### config.mk
export PLATFORM = sky130hd
export DESIGN_NAME = secded_decoder_engine
export DESIGN_NICKNAME = d
export VERILOG_FILES = /design/src/rtl/secded_decoder_engine.sv
export SDC_FILE = /design/constraint.sdc
export NUM_CORES = 1
export LEC_CHECK = 0
export CAP_MARGIN = 20
export CORE_ASPECT_RATIO = 1.5
export CORE_UTILIZATION = 44
export CTS_BUF_LIST = sky130_fd_sc_hd__clkbuf_8
export CTS_CLUSTER_SIZE = 12
export DETAILED_ROUTE_END_ITERATION = 12
export PLACE_DENSITY_LB_ADDON = 0.2
export SLEW_MARGIN = 0
export SYNTH_ARGS = -nofsm -noshare
export SYNTH_HDL_FRONTEND = slang
export SYNTH_SLANG_ARGS = --single-unit
### constraint.sdc
create_clock -name clock -period 2.1 [get_ports clock]
set_input_delay 0.42 -clock clock [delete_from_list [all_inputs] [get_ports clock]]
set_output_delay 0.42 -clock clock [all_outputs]
set_load 0.01 [all_outputs]
### src/rtl/secded_decoder_engine.sv
// Hamming(16,11) SECDED decoder: reads encoded words from byte memory, corrects
// single errors, flags double errors, writes payload plus flag back to memory.
module secded_decoder_engine #(
  parameter int NUM_MSGS = 15,
  parameter int SRC_BASE = 30,
  parameter int DST_BASE = 60,
  parameter int AW       = 8
) (
  input  logic          clock,
  input  logic          reset_n,
  input  logic          start,
  output logic          done,
  output logic          busy,
  output logic [AW-1:0] mem_addr,
  output logic          mem_rd_en,
  input  logic [7:0]    mem_rd_data,
  output logic          mem_wr_en,
  output logic [7:0]    mem_wr_data,
  output logic [7:0]    err1_count,
  output logic [7:0]    err2_count
);

  // state  | meaning
  // IDLE   | waiting for start, done holds result of last job
  // RD_LO  | read strobe for low byte of word idx
  // RD_HI  | read strobe for high byte, low byte arrives
  // CAP    | high byte arrives
  // DEC    | syndrome decode, counters update
  // WR_LO  | write low payload byte
  // WR_HI  | write flag/high payload byte, advance or finish
  // FIN    | raise done
  localparam logic [2:0] IDLE  = 3'd0;
  localparam logic [2:0] RD_LO = 3'd1;
  localparam logic [2:0] RD_HI = 3'd2;
  localparam logic [2:0] CAP   = 3'd3;
  localparam logic [2:0] DEC   = 3'd4;
  localparam logic [2:0] WR_LO = 3'd5;
  localparam logic [2:0] WR_HI = 3'd6;
  localparam logic [2:0] FIN   = 3'd7;

  localparam int IW = (NUM_MSGS > 1) ? $clog2(NUM_MSGS) : 1;
  localparam logic [IW-1:0] LAST = IW'(NUM_MSGS - 1);

  logic [2:0]    state;
  logic [IW-1:0] idx;
  logic [IW-1:0] idx_inc;
  logic [7:0]    w_lo;
  logic [7:0]    w_hi;
  logic [7:0]    out_hi;

  logic [15:0]   w;
  logic [15:0]   wc;
  logic [3:0]    syn;
  logic          par;
  logic [1:0]    flag;
  logic [7:0]    dlo;
  logic [7:0]    dhi;
  logic [AW-1:0] src_a;
  logic [AW-1:0] dst_a;
  logic [AW-1:0] src_nxt;

  assign busy = (state != IDLE);

  always_comb begin
    w      = {w_hi, w_lo};
    syn[3] = ^w[15:8];
    syn[2] = ^{w[15:12], w[7:4]};
    syn[1] = ^{w[15:14], w[11:10], w[7:6], w[3:2]};
    syn[0] = ^{w[15], w[13], w[11], w[9], w[7], w[5], w[3], w[1]};
    par    = ^w;
    wc     = w;
    flag   = 2'b00;
    // odd overall parity means a single flip at position syn (syn==0 is p0)
    if (par) begin
      wc   = w ^ (16'd1 << syn);
      flag = 2'b01;
    end else if (syn != 4'd0) begin
      flag = 2'b10;
    end
    dlo = {wc[12:9], wc[7:5], wc[3]};
    dhi = {flag, 3'b000, wc[15:13]};
  end

  always_comb begin
    idx_inc = idx + IW'(1);
    src_a   = AW'(SRC_BASE) + AW'({idx, 1'b0});
    dst_a   = AW'(DST_BASE) + AW'({idx, 1'b0});
    src_nxt = AW'(SRC_BASE) + AW'({idx_inc, 1'b0});
  end

  // memory strobes are registered from the next-state decision so they line
  // up with the state that owns them and hold the address between accesses
  always_ff @(posedge clock or negedge reset_n) begin
    if (!reset_n) begin
      state       <= IDLE;
      idx         <= '0;
      done        <= 1'b0;
      mem_addr    <= '0;
      mem_rd_en   <= 1'b0;
      mem_wr_en   <= 1'b0;
      mem_wr_data <= 8'h00;
      err1_count  <= 8'h00;
      err2_count  <= 8'h00;
      w_lo        <= 8'h00;
      w_hi        <= 8'h00;
      out_hi      <= 8'h00;
    end else begin
      case (state)
        IDLE: begin
          if (start) begin
            idx        <= '0;
            err1_count <= 8'h00;
            err2_count <= 8'h00;
            done       <= 1'b0;
            mem_rd_en  <= 1'b1;
            mem_addr   <= AW'(SRC_BASE);
            state      <= RD_LO;
          end
        end
        RD_LO: begin
          mem_addr <= src_a + AW'(1);
          state    <= RD_HI;
        end
        RD_HI: begin
          w_lo      <= mem_rd_data;
          mem_rd_en <= 1'b0;
          state     <= CAP;
        end
        CAP: begin
          w_hi  <= mem_rd_data;
          state <= DEC;
        end
        DEC: begin
          out_hi <= dhi;
          if (flag == 2'b01 && err1_count != 8'hFF) err1_count <= err1_count + 8'd1;
          if (flag == 2'b10 && err2_count != 8'hFF) err2_count <= err2_count + 8'd1;
          mem_wr_en   <= 1'b1;
          mem_addr    <= dst_a;
          mem_wr_data <= dlo;
          state       <= WR_LO;
        end
        WR_LO: begin
          mem_addr    <= dst_a + AW'(1);
          mem_wr_data <= out_hi;
          state       <= WR_HI;
        end
        WR_HI: begin
          mem_wr_en <= 1'b0;
          if (idx == LAST) begin
            state <= FIN;
          end else begin
            idx       <= idx_inc;
            mem_rd_en <= 1'b1;
            mem_addr  <= src_nxt;
            state     <= RD_LO;
          end
        end
        FIN: begin
          done  <= 1'b1;
          state <= IDLE;
        end
        default: state <= IDLE;
      endcase
    end
  end

endmodule

Word-level counts from Yosys, hierarchy flattened
Cells that the tools add are included.
{"block": "totals", "output_inout_bits": 36, "in_bits": 11, "reg_bits": 63, "wordCells": 85}
{"block": "classes", "bitwise_logic": 1, "reduce_logical": 23, "shift": 1, "muxes": 24, "n_eq_ne": 16, "n_addsub": 8}
{"op": "one-hot mux 8 bit (2 select lines)", "count": 3}
{"op": "two-way mux 8 bit", "count": 5}
{"op": "one-hot mux 8 bit (5 select lines)", "count": 1}
{"op": "parity 8 bit", "count": 4}
{"op": "one-hot mux 3 bit (8 select lines)", "count": 1}
{"op": "adder 8 x 1 -> 8 bit, second input constant", "count": 2}
{"op": "two-way mux 16 bit", "count": 1}
{"op": "inequality test 8 bit, second input constant", "count": 2}
{"op": "parity 16 bit", "count": 1}
{"op": "<< shifter 1 x 4 -> 16 bit, first input constant", "count": 1}
{"op": "XOR 16 bit", "count": 1}
{"op": "AND reduction 3 bit", "count": 5}
{"op": "adder 5 x 5 -> 6 bit, first input constant", "count": 2}
{"op": "== test 3 bit, second input constant", "count": 4}
{"op": "nonzero test 2 bit", "count": 5}
{"op": "adder 7 x 1 -> 8 bit, second input constant", "count": 1}
{"op": "two-way mux 4 bit", "count": 2}
{"op": "inequality test 2 bit, second input constant", "count": 4}
{"op": "one-hot mux 4 bit (2 select lines)", "count": 1}
{"op": "adder 6 x 1 -> 7 bit, second input constant", "count": 1}
{"op": "adder 6 x 5 -> 7 bit, first input constant", "count": 1}
{"op": "== test 3 x 2 -> 1 bit, second input constant", "count": 2}
{"op": "two-way mux 3 bit", "count": 2}
{"op": "nonzero test 3 bit", "count": 2}
{"op": "14 further kinds", "count": 19}

Logic depth before layout (Yosys ltp)
Gate-level depths: netlist of the first run.
{"block": "logic_depth", "ltp_word": 8, "ltp_mapped": 9, "ltp_nobuf": 8}

Worst setup path after synthesis of the first run
OpenSTA, ideal clock, no wires.
{"block": "synth_path", "path_kind": "flip-flop to flip-flop", "startpoint": "register w_hi[2]", "endpoint": "register err2_count[2]", "path_slack_ns": -0.132, "setup_time_ns": 0.165, "stages_incl_launch_ff": 9, "n_path_buf": 1, "t_required_ns": 1.935, "synth_period_minus_slack_ns": 2.232, "t_arrival_ns": 2.067, "path_cell_list": "dfrtp_1 > xnor2_1 > xor2_2 > xnor2_1 > xnor2_4 > nand3_2 > buf_4 > nor4bb_1 > nor3_1"}
{"block": "synth_between", "elab_chain_cells": 8, "word_cells_on_any_way": 10, "classes_between": "2 x eq/ne; 2 x mux; 6 x reduce/logical"}
{"item": "start: declaration", "line": "48", "text": "logic [7:0] w_hi;"}
{"item": "start signal: assignment", "line": "130", "text": "w_hi <= mem_rd_data;"}
{"item": "parity 8 bit, on equally long branches", "line": "68, 66"}
{"item": "nonzero test 4 bit", "line": "77", "text": "end else if (syn != 4'd0) begin"}
{"item": "two-way mux 2 bit", "line": "77"}
{"item": "two-way mux 2 bit (*)", "line": "74", "text": "if (par) begin"}
{"item": "== test 2 bit (*)", "line": "136", "text": "if (flag == 2'b10 && err2_count != 8'hFF) err2_count <= err2_count + 8'd1;"}
{"item": "logical AND 1 bit (*)", "line": "136"}
{"item": "inequality test 2 bit (no source line) (*)"}
{"item": "AND reduction 3 bit (no source line) (*)"}
{"item": "end signal: assignment", "line": "136"}
{"item": "end: declaration", "line": "20", "text": "output logic [7:0] err2_count"}
Mark *: on every way between the ends. The rest lies on a longest branch, timed or not.
A chain may end at the register's enable or synchronous reset.

Final worst setup path of the first run
{"block": "layout_path", "startpoint": "register w_lo[5]", "endpoint": "register err2_count[2]"}
{"block": "layout_between", "elab_chain_cells": 8, "word_cells_on_any_way": 10, "classes_between": "2 x eq/ne; 2 x mux; 6 x reduce/logical"}
{"item": "start: declaration", "line": "47", "text": "logic [7:0] w_lo;"}
{"item": "start signal: assignment", "line": "125", "text": "w_lo <= mem_rd_data;"}
{"item": "parity 8 bit, on equally long branches", "line": "69, 67"}
{"item": "nonzero test 4 bit", "line": "77"}
{"item": "two-way mux 2 bit", "line": "77"}
{"item": "two-way mux 2 bit (*)", "line": "74"}
{"item": "== test 2 bit (*)", "line": "136"}
{"item": "logical AND 1 bit (*)", "line": "136"}
{"item": "inequality test 2 bit (no source line) (*)"}
{"item": "AND reduction 3 bit (no source line) (*)"}
Marks and branches as above.

==> results.txt, run 1 <==
status -> finished, final reports clean
Synth Area per Inst -> 9.51 um^2
Netlist Area Pre-Place -> 3610 um^2
Distinct cells, synth -> 48
Area after DPL -> 4560 um^2
Top Metal Used -> met4
Core ar. -> 8010 um^2
CTS sink count -> 62
Hold Path Class -> in -> async
Met3 Wirelength -> 305 um
Rel. slew slack -> 59.9%
CTS tree -> built
WL per Instance -> 15.2 um
die height -> 113 um
RSZ-0062 raised after global routing -> true
RR Startpoint -> w_lo[5]
# diodes -> 0
Setup Skew -> 0.00935 ns
met2 routed WL -> 4930 um
Final Hold Fails -> 0
initial core utilization -> 45.1%
Final ANT Viol Nets -> 0
Synth top cells by count -> dfrtp_1, nand2_1, xnor2_1
first-pass GRT wire length -> 14,900 um
CTS H-tree lvls -> 3
DP Wirelength -> 6510 um
Seq cells post-synth -> 62
Vias/cell -> 5.43
Final Cycle Share -> 98.5%
worst skew pair latency -> 0.35 ns
Post-synth EDFFs -> 0
WL final -> 8880 um
CP Data Required Time -> 2.33 ns
clock buffer depth -> 2
R2R cell count -> 9
GRT Total Usage -> 22.3%
post-route cell area -> 4990 um^2
clock root buffer master -> clkbuf_8
clock slew at reported path FFs -> 0.08 ns
worst hold slack -> 0.0428 ns
post-synthesis net count -> 400
Setup violations, final -> 0
maxcap violations -> 0
top cells by area, synth -> dfrtp_1, xnor2_1, nand2_1, mux2_2, xor2_1
drt first pass iters -> 4
share of layout cells above drive strength 1 -> 27.7%
CP arrival -> 2.30 ns
CP Capture Point -> err2_count[2]
fin util -> 62.4%
DRT iter0 DRCs -> 150
Placer Congestion -> 0.857
routed via count -> 3,174
Top-Level Pins -> 47
fin crit period -> 2.07 ns
FFs w/ async S/R, synth -> 100%
Final Max Tran Viols -> 0
IO buf count -> 45
CP max FO -> 7
Ys Warns -> 0
worst reg2reg setup slack -> 0.03 ns
Area Overhead vs Synth -> 38.2%
row count -> 40
Post-layout nets -> 495
met1 wire length -> 3300 um
Remaining DRCs -> 0
area of the die -> 8580 um^2
CTS Buf Count -> 9
die width -> 76.0 um
top-count cell post-synth -> dfrtp_1
Crit Path Class -> reg -> reg
largest net degree at the start of global routing -> 63
critical path launch point type -> flip-flop
reg2reg end -> err2_count[2]
Critical Path Sink Type -> flip-flop
grt total ovfl -> 0
Critical path origin -> w_lo[5]
Yosys top cell by area -> dfrtp_1
Max Freq -> 0.484 GHz
Syn Inst Count -> 380
final worst slack -> 0.0324 ns
Synth top area share -> 43.0%
Synth Flop Type -> dfrtp_1
worst-margin pin slew -> 0.602 ns
Place WS -> -0.117 ns
initial antenna violation count -> 0
vias in the first global route -> 3,180
post-synthesis sequential area ratio -> 43.0%
[sequential cells by signal, indices dropped and copies added (netlist names), 3 cells and up]
signal and cells:
err2_count 8, mem_wr_data 8, out_hi 5, state 3
idx 4, w_hi 8, err1_count 8, w_lo 8
mem_addr 7
[per-stage QoR]
step	setup TNS [ns]	std cells
after CTS	0	582
after global placement	-0.0977	562
after global routing	-0.365	585
after detailed placement	-0.250	562
after floorplan	-0.000341	380
final	0	585
[cell families after synthesis]
family / share of synthesized area (%)
and+or+nand+nor: 19.4
AOI/OAI and AO/OA: 10.7
DFF: 43.0
xor gates and xnor gates: 14.6
buffers and inverters: 3.01
muxes: 6.13
adders and majority gates: 3.12
other: 0.104
[critical path, cell delays in order (launching register included)]
cell	delay, ns
dfrtp_2	0.45
xor2_2	0.18
xor2_2	0.17
buf_4	0.18
xnor2_4	0.22
xnor2_4	0.16
nand3_4	0.12
buf_6	0.15
nor4bb_1	0.24
nor3_1	0.08
[cell usage in the layout (no fill, tap or decap), types with 3 or more instances in the layout]
cell type,instances
ha_1,9
clkdlybuf4s50_1,44
dfrtp_2,5
xor2_1,16
nand3_1,22
o21ai_0,9
mux2i_1,3
and3_1,8
nor3_1,6
dfrtp_1,57
nor2_1,20
nand2_1,53
mux2_2,17
xnor2_2,11
clkbuf_8,10
nand4_1,7
nor4_2,3
nand2b_1,5
inv_1,10
buf_4,53
xor2_2,10
nor3_2,3
a21oi_1,12
nor4_1,4
o21ai_2,3
o21ai_1,18
xnor2_1,14
o211ai_1,6
[final cells by class]
| type | count | area (um^2) |
|---|---|---|
| inverter | 10 | 37.5 |
| multi-input combinational | 291 | 2150 |
| clock buffer | 10 | 138 |
| sequential | 62 | 1560 |
| tap | 105 | 131 |
| fill | 713 | 3010 |
| timing repair buffer | 101 | 886 |
| clock inverter | 6 | 93.8 |
[repair_timing]
item,CTS,global route
buffers inserted,4,3
hold buffers,0,0
pin swaps,4,12
resized for setup,15,18
setup endpoints to repair,7,23
[how the worst min path moves through the flow]
stage               startpoint  cells after the start  endpoint
finish                 reset_n                      2    idx[0]
global route           reset_n                      2    idx[3]
CTS                    reset_n                      2    idx[0]
detailed placement     reset_n                      2    idx[0]
global placement       reset_n                      2    idx[2]
floorplan              reset_n                      0      done
[metal layers]
metal / vias to the layer above / track usage (%)
met5: - / 0
met4: 0 / 11.7
met3: 39 / 5.00
met2: 93 / 41.0
met1: 1533 / 23.7
li1: 1509 / -
Power of run 1 is left out: the tool's default activity adds up to more than one toggle a clock period on the data nets, which glitch-free logic cannot reach.
==> run 2: changes to the inputs <==
--- a/config.mk
+++ b/config.mk
@@ -6,7 +6,7 @@
 export NUM_CORES = 1
 export LEC_CHECK = 0
 export CAP_MARGIN = 20
-export CORE_ASPECT_RATIO = 1.5
+export CORE_ASPECT_RATIO = 1.2
 export CORE_UTILIZATION = 44
 export CTS_BUF_LIST = sky130_fd_sc_hd__clkbuf_8
 export CTS_CLUSTER_SIZE = 12
==> run 2 against run 1 <==
  * Wire length fell by 3.6%
  * Core utilization rose by 1.3 points
  * Final area shrank 0.70%
==> results.txt, run 2 (synthesis results as in run 1) <==
R2R cell count -> 8
# diodes -> 0
DP Wirelength -> 6350 um
Max Freq -> 0.489 GHz
WL final -> 8570 um
maxcap violations -> 0
CTS H-tree lvls -> 3
critical path launch point type -> flip-flop
clock root buffer master -> clkbuf_8
Rel. slew slack -> 61.7%
Setup violations, final -> 0
RR Startpoint -> w_hi[5]
Crit Path Class -> reg -> reg
die height -> 101 um
clock slew at reported path FFs -> 0.06 ns
Critical Path Sink Type -> flip-flop
CP arrival -> 2.26 ns
area of the die -> 8580 um^2
Post-layout nets -> 497
CTS sink count -> 62
hold_buf cts -> 0
Placer Congestion -> 0.859
clock buffer depth -> 2
WL per Instance -> 15.0 um
Setup Skew -> 0.00696 ns
worst reg2reg setup slack -> 0.05 ns
reg2reg end -> err2_count[5]
Final TNS setup -> 0 ns
CTS Buf Count -> 9
CTS tree -> built
fin crit period -> 2.05 ns
most frequent cells in the layout -> buf_4, nand2_1, dfrtp_1
Vias/cell -> 5.38
initial antenna violation count -> 0
IO buf count -> 45
share of layout cells above drive strength 1 -> 28.8%
Final Hold Fails -> 0
most common cell after layout, fill and taps aside -> buf_4
CP Data Required Time -> 2.31 ns
routed via count -> 3,072
Core ar. -> 7790 um^2
DRT iter0 DRCs -> 167
Hold Path Class -> in -> async
Final Cycle Share -> 97.5%
GRT Total Usage -> 20.6%
grt total ovfl -> 0
Area Overhead vs Synth -> 37.3%
largest net degree at the start of global routing -> 31
Final ANT Viol Nets -> 0
Remaining DRCs -> 0
status -> finished, final reports clean
drt first pass iters -> 6
RSZ-0062 raised after global routing -> true
die width -> 84.7 um
initial core utilization -> 46.3%
worst-margin pin slew -> 0.575 ns
worst skew pair latency -> 0.33 ns
vias in the first global route -> 2,857
CP max FO -> 8
row count -> 35
Top-Level Pins -> 47
first-pass GRT wire length -> 13,800 um
Final Max Tran Viols -> 0
run 2: what timing repair did:
item / in CTS / in global routing
gates resized for setup: 10 / 29
pin swaps: 8 / 12
setup buffers: 2 / 5
endpoints found under the setup margin: 6 / 21
endpoints found under the hold margin: 0 / 0
run 2: area by class of cell:
cell class,count,area [um^2]
fill,628,2840
multi-input combinational,291,2180
sequential,62,1570
timing repair buffer,103,896
clock buffer,11,151
tap,92,115
inverter,10,37.5
clock inverter,2,10.0
run 2: worst max path at each step:
stage | startpoint | end | slack (ns)
after CTS | state[1] | busy | 0.001
after global routing | w_lo[2] | err2_count[5] | -0.09
after global placement | w_lo[3] | err2_count[3] | -0.009
after detailed placement | w_lo[3] | err2_count[7] | -0.07
final | w_hi[5] | err2_count[5] | 0.05
after floorplan | w_hi[6] | err2_count[2] | -0.0003
run 2: stage by stage:
stage	util [%]	setup slack [ns]	instance area, um^2	hold WS [ns]	instances
after floorplan	-	-0.000341	3680	0.124	380
after global placement	58.5	-0.00864	4560	0.428	551
after detailed placement	58.5	-0.0689	4560	0.430	551
after CTS	61.3	0.00125	4780	0.0642	566
after global routing	63.6	-0.0934	4960	0.0902	571
final	63.6	0.0534	4960	0.0576	571
run 2: routing by layer:
metal	routed length [um]	track usage, %	vias up
li1	-	-	1511
met1	3650	26.1	1478
met2	4490	35.8	73
met3	314	3.26	10
met4	112	8.08	0
met5	0	0	-
run 2: critical path, cell delays in order, from the launching register on:
cell     delay, ns
dfrtp_2       0.48
xor2_4        0.21
xor2_2        0.25
xnor2_2       0.19
xnor2_4       0.17
nand3_4       0.13
buf_4         0.16
nor4_1        0.26
nor3_1        0.08
Power of run 2 is left out for the same reason.
